### config.mk
export PLATFORM = sky130hd
export DESIGN_NAME = data_access_unit
export DESIGN_NICKNAME = d
export VERILOG_FILES = /design/src/rtl/data_access_unit.sv
export SDC_FILE = /design/constraint.sdc
export NUM_CORES = 1
export LEC_CHECK = 0
export CELL_PAD_IN_SITES_DETAIL_PLACEMENT = 0
export CELL_PAD_IN_SITES_GLOBAL_PLACEMENT = 1
export CORE_AREA = 8 8 162 164
export CTS_CLUSTER_DIAMETER = 40
export DETAILED_ROUTE_END_ITERATION = 10
export DIE_AREA = 0 0 170 172
export PLACE_DENSITY = 0.9
export SETUP_SLACK_MARGIN = 0.05
export SYNTH_ARGS = -nofsm -noshare
export SYNTH_HDL_FRONTEND = slang
export SYNTH_SLANG_ARGS = --single-unit
### constraint.sdc
create_clock -name clock -period 3.5 [get_ports clock]
set_clock_uncertainty 0.15 [all_clocks]
set_input_delay 0.525 -clock clock [delete_from_list [all_inputs] [get_ports clock]]
set_output_delay 0.525 -clock clock [all_outputs]
set_load 0.1 [all_outputs]
### src/rtl/data_access_unit.sv
// Load/store sequencer between the core data port and a word-organised synchronous RAM.
// Accesses that straddle a word boundary are split into two aligned RAM accesses and merged on load.
module data_access_unit #(
  parameter int RAM_WORD_ADDR_WIDTH = 30
) (
  input  logic                           clock,
  input  logic                           reset_n,
  input  logic                           request_valid,
  output logic                           request_ready,
  input  logic [31:0]                    request_address,
  input  logic [31:0]                    request_write_data,
  input  logic [2:0]                     request_write_sections,
  output logic                           response_done,
  output logic [31:0]                    response_read_data,
  output logic                           response_error,
  output logic [RAM_WORD_ADDR_WIDTH-1:0] ram_address,
  output logic                           ram_write_enable,
  output logic [3:0]                     ram_byte_enable,
  output logic [31:0]                    ram_write_data,
  input  logic [31:0]                    ram_read_data
);
  localparam int AW = RAM_WORD_ADDR_WIDTH;

  typedef enum logic [1:0] {IDLE, ACCESS1, ACCESS2, RESPOND} state_t;

  // Second-word half of an access, parked until ACCESS1 has issued.
  typedef struct packed {
    logic          load;
    logic          split;
    logic          err;
    logic [1:0]    off;
    logic [AW-1:0] addr_hi;
    logic [3:0]    be_hi;
    logic [31:0]   wd_hi;
  } req_t;

  state_t state_q, state_d;
  req_t   req_q;
  logic   accept;

  // Request decode
  logic        legal, is_load, split_in;
  logic [3:0]  base;
  logic [2:0]  span, reach;
  logic [1:0]  offset;
  logic [7:0]  mask8;
  logic [63:0] data64;
  logic [AW-1:0] word_a, word_b;

  assign accept = request_valid && request_ready;
  assign offset = request_address[1:0];
  assign word_a = request_address[AW+1:2];
  assign word_b = word_a + {{(AW-1){1'b0}}, 1'b1};

  always_comb begin
    legal   = 1'b1;
    is_load = 1'b0;
    base    = 4'b1111;
    span    = 3'd4;
    case (request_write_sections)
      3'b000: is_load = 1'b1;
      3'b001: begin base = 4'b0001; span = 3'd1; end
      3'b011: begin base = 4'b0011; span = 3'd2; end
      3'b111: ;
      default: legal = 1'b0;
    endcase
  end

  assign reach    = {1'b0, offset} + span;
  assign split_in = reach > 3'd4;
  assign mask8    = {4'b0000, base} << offset;
  assign data64   = {32'd0, request_write_data} << {offset, 3'b000};

  // FSM
  always_ff @(posedge clock or negedge reset_n) begin
    if (!reset_n) state_q <= IDLE;
    else          state_q <= state_d;
  end

  always_comb begin
    state_d = state_q;
    case (state_q)
      IDLE:    if (accept) state_d = legal ? ACCESS1 : RESPOND;
      ACCESS1: state_d = req_q.split ? ACCESS2 : RESPOND;
      ACCESS2: state_d = RESPOND;
      RESPOND: state_d = IDLE;
      default: state_d = IDLE;
    endcase
  end

  // Load merge: the low word was captured in ACCESS2, the live RAM output holds the last word read.
  logic [31:0] lo_q, rdata_q, merged;
  logic [63:0] cat, shifted;

  assign cat     = req_q.split ? {ram_read_data, lo_q} : {32'd0, ram_read_data};
  assign shifted = cat >> {req_q.off, 3'b000};
  assign merged  = shifted[31:0];

  // Datapath and registered RAM port
  always_ff @(posedge clock or negedge reset_n) begin
    if (!reset_n) begin
      req_q            <= '0;
      lo_q             <= '0;
      rdata_q          <= '0;
      ram_address      <= '0;
      ram_write_enable <= 1'b0;
      ram_byte_enable  <= 4'b0000;
      ram_write_data   <= '0;
    end else begin
      case (state_q)
        IDLE: if (accept) begin
          req_q.load    <= is_load;
          req_q.split   <= split_in;
          req_q.err     <= !legal;
          req_q.off     <= offset;
          req_q.addr_hi <= word_b;
          req_q.be_hi   <= mask8[7:4];
          req_q.wd_hi   <= data64[63:32];
          if (legal) begin
            ram_address      <= word_a;
            ram_write_enable <= !is_load;
            ram_byte_enable  <= is_load ? 4'b1111 : mask8[3:0];
            ram_write_data   <= is_load ? 32'd0 : data64[31:0];
          end
        end
        ACCESS1: if (req_q.split) begin
          ram_address      <= req_q.addr_hi;
          ram_write_enable <= !req_q.load;
          ram_byte_enable  <= req_q.load ? 4'b1111 : req_q.be_hi;
          ram_write_data   <= req_q.load ? 32'd0 : req_q.wd_hi;
        end else begin
          ram_write_enable <= 1'b0;
          ram_byte_enable  <= 4'b0000;
        end
        ACCESS2: begin
          lo_q             <= ram_read_data;
          ram_write_enable <= 1'b0;
          ram_byte_enable  <= 4'b0000;
        end
        RESPOND: if (req_q.load) rdata_q <= merged;
        default: ;
      endcase
    end
  end

  assign request_ready      = (state_q == IDLE);
  assign response_done      = (state_q == RESPOND) && !req_q.err;
  assign response_error     = (state_q == RESPOND) && req_q.err;
  assign response_read_data = (state_q == RESPOND && req_q.load) ? merged : rdata_q;

endmodule

==> impl_metrics.json <==
{
  "outcome": "complete, but fails checks",
  "violations": "negative hold slack",
  "grt_start_max_net_pins": 84,
  "synth_edf_count": 0,
  "critPathArrivalTime_ps": 2550,
  "required_ps": 2820,
  "synth_top_area_frac": 0.478,
  "syn_to_final_growth_pct": 33.0,
  "crit_type": "flop to primary output",
  "io_buffers": 203,
  "clock_path_buffers": 2,
  "synth_cell_types": 56,
  "cts_num_sinks": 195,
  "vias": 8461,
  "postSynthCellCount": 980,
  "row_count": 57,
  "post-route-period-util": 0.923,
  "grt_pass1_wl_microns": 47300,
  "route.detailed.drc": 0,
  "min_period_ps": 3230,
  "hold_slack_ps": -54.6,
  "grt_pass1_vias": 8631,
  "seq_area_frac_synth": 0.478,
  "fmax_ghz": 0.310,
  "worstHoldPathType": "primary input to async pin",
  "multi_input_area_sq_um": 5000,
  "clk_latency_ps": 430,
  "drive_gt1_frac": 0.184,
  "reg2reg_from": "state_q[0]",
  "postRouteWirelength_microns": 29700,
  "drtIter0Drc": 777,
  "syn_area_sq_um": 10200,
  "die_h_microns": 172,
  "hpwl_microns": 21200,
  "postCtsSetupBuffers": 0,
  "grtUsageTotal": 0.204,
  "synth.avg_cell_area_sq_um": 10.4,
  "fillers": 2106,
  "cts_tree": "done",
  "critPathLaunch": "req_q[69]",
  "ff_latch_area_sq_um": 4880,
  "cp-end-kind": "primary output",
  "max_cap_violations": 0,
  "async_reset_ff_frac": 1.00,
  "clk_pin_slew_ps": 70,
  "cts.hold.buffers_added": 0,
  "synthTopCellsByCount": "dfrtp_1 (195), nand2_1 (117), nor2_1 (97)",
  "fin_nets": 1268,
  "maxSlewViolCount": 0,
  "ys.flop_type": "dfrtp_1",
  "synth_most_common_cell": "dfrtp_1",
  "cp-start-kind": "flop",
  "drt-pass1-iter-count": 6,
  "via_per_inst": 5.66,
  "clockRootBuffer": "clkbuf_16",
  "routedWlPerCell_microns": 19.9,
  "syn-num-nets": 1090,
  "ys_top_cells_by_area": "dfrtp_1 (48%), mux2i_1 (7.9%), mux2_2 (6.7%), nand2_1 (4.3%), o21ai_0 (3.9%)",
  "start_util": 0.429,
  "gp_congestion": 0.909,
  "setup_violations": 0,
  "cts_made_buffers": 17,
  "antenna_left": 0,
  "synth_seq_cells": 195,
  "crit_fanout": 9,
  "synth-warning-count": 0,
  "fp.coreArea_sq_um": 23800,
  "grt_overflow_total": 0,
  "io_pins": 204,
  "antenna_found_initial": 0,
  "slew_headroom": 0.321,
  "worst_pin_slew_ps": 1020,
  "dieArea_sq_um": 29200,
  "fp.dieW_microns": 170,
  "grt_setup_unrepaired": "no",
  "hold_viol": 20,
  "htree_levels": 4,
  "synth_top_area_cell": "dfrtp_1",
  "cts.repair.resized": 0
}
==> placed cells by master, fill, tap and decap left out, drive strengths merged, types with 10 or more instances in the layout <==
master	count
o21a	14
a31oi	20
a21oi	10
nor2	97
mux4	15
mux2	61
mux2i	81
o31ai	13
nand3	10
inv	13
a221oi	30
clkbuf	21
xnor2	10
o21ai	79
clkdlybuf4s50	158
nand2	117
or4	12
dfrtp	195
buf	76
a22o	19
==> sequential cells by signal, summed over array words and instances (netlist names) <==
register and count:
ram_write_enable 1, rdata_q 32, req_q 62, lo_q 32, state_q 2, ram_write_data 32
ram_byte_enable 4, ram_address 30
==> path summary, 6_finish.rpt <==
kind	slack (ps)	cells past startpoint	to
min	-50	1	rdata_q[23]
min reg2reg	330	2	ram_address[3]
max reg2reg	800	6	ram_address[12]
max	270	5	response_read_data[25]
max in group asynchronous	2250	2	req_q[46]
min in group clock	330	2	ram_address[3]
==> layout make-up <==
type | instances | area share
inverter | 12 | 0.00332
antenna | 1 | 0.000184
tap | 324 | 0.0299
sequential | 195 | 0.360
clock buffer | 20 | 0.0344
timing repair buffer | 235 | 0.194
clock inverter | 10 | 0.0108
multi-input combinational | 697 | 0.368
==> routing by layer <==
layer / up-vias / track usage / part of all wire
li1: 3952 / - / -
met1: 4158 / 0.265 / 0.43
met2: 302 / 0.330 / 0.48
met3: 49 / 0.0532 / 0.069
met4: 0 / 0.0675 / 0.025
met5: - / 0 / 0
==> worst max-delay path, cell delays in order (launching register included) <==
cell and delay, ps:
dfrtp_2 490, nor2_1 610, a22oi_1 250, o221ai_1 340
o21a_1 240, buf_12 190
==> logic make-up (layout without fill, tap and decap cells) <==
logic type,Yosys count,count (layout),synth area share
flip-flops,195,195,0.478
AND/OR/NAND/NOR,295,295,0.133
multiplexers,157,157,0.180
XOR/XNOR,12,12,0.0103
other,0,1,0
AO/OA/AOI/OAI,225,225,0.151
adder cells (fa/ha/maj),8,8,0.0105
buffers and inverters,88,277,0.0369
==> metrics by stage <==
stage	setup TNS (ps)	worst slack [ps]	util	cells	area, sq um
2_1_floorplan	-1.87	-1.87	-	980	10200
3_3_place_gp	0	453	0.544	1463	13000
3_5_place_dp	0	405	0.544	1463	13000
4_1_cts	0	239	0.570	1493	13600
5_1_grt	0	102	0.570	1493	13600
6_report	0	270	0.570	1494	13600
Power is left out: the tool's default activity adds up to more than one toggle a clock period on the data nets, which glitch-free logic cannot reach.
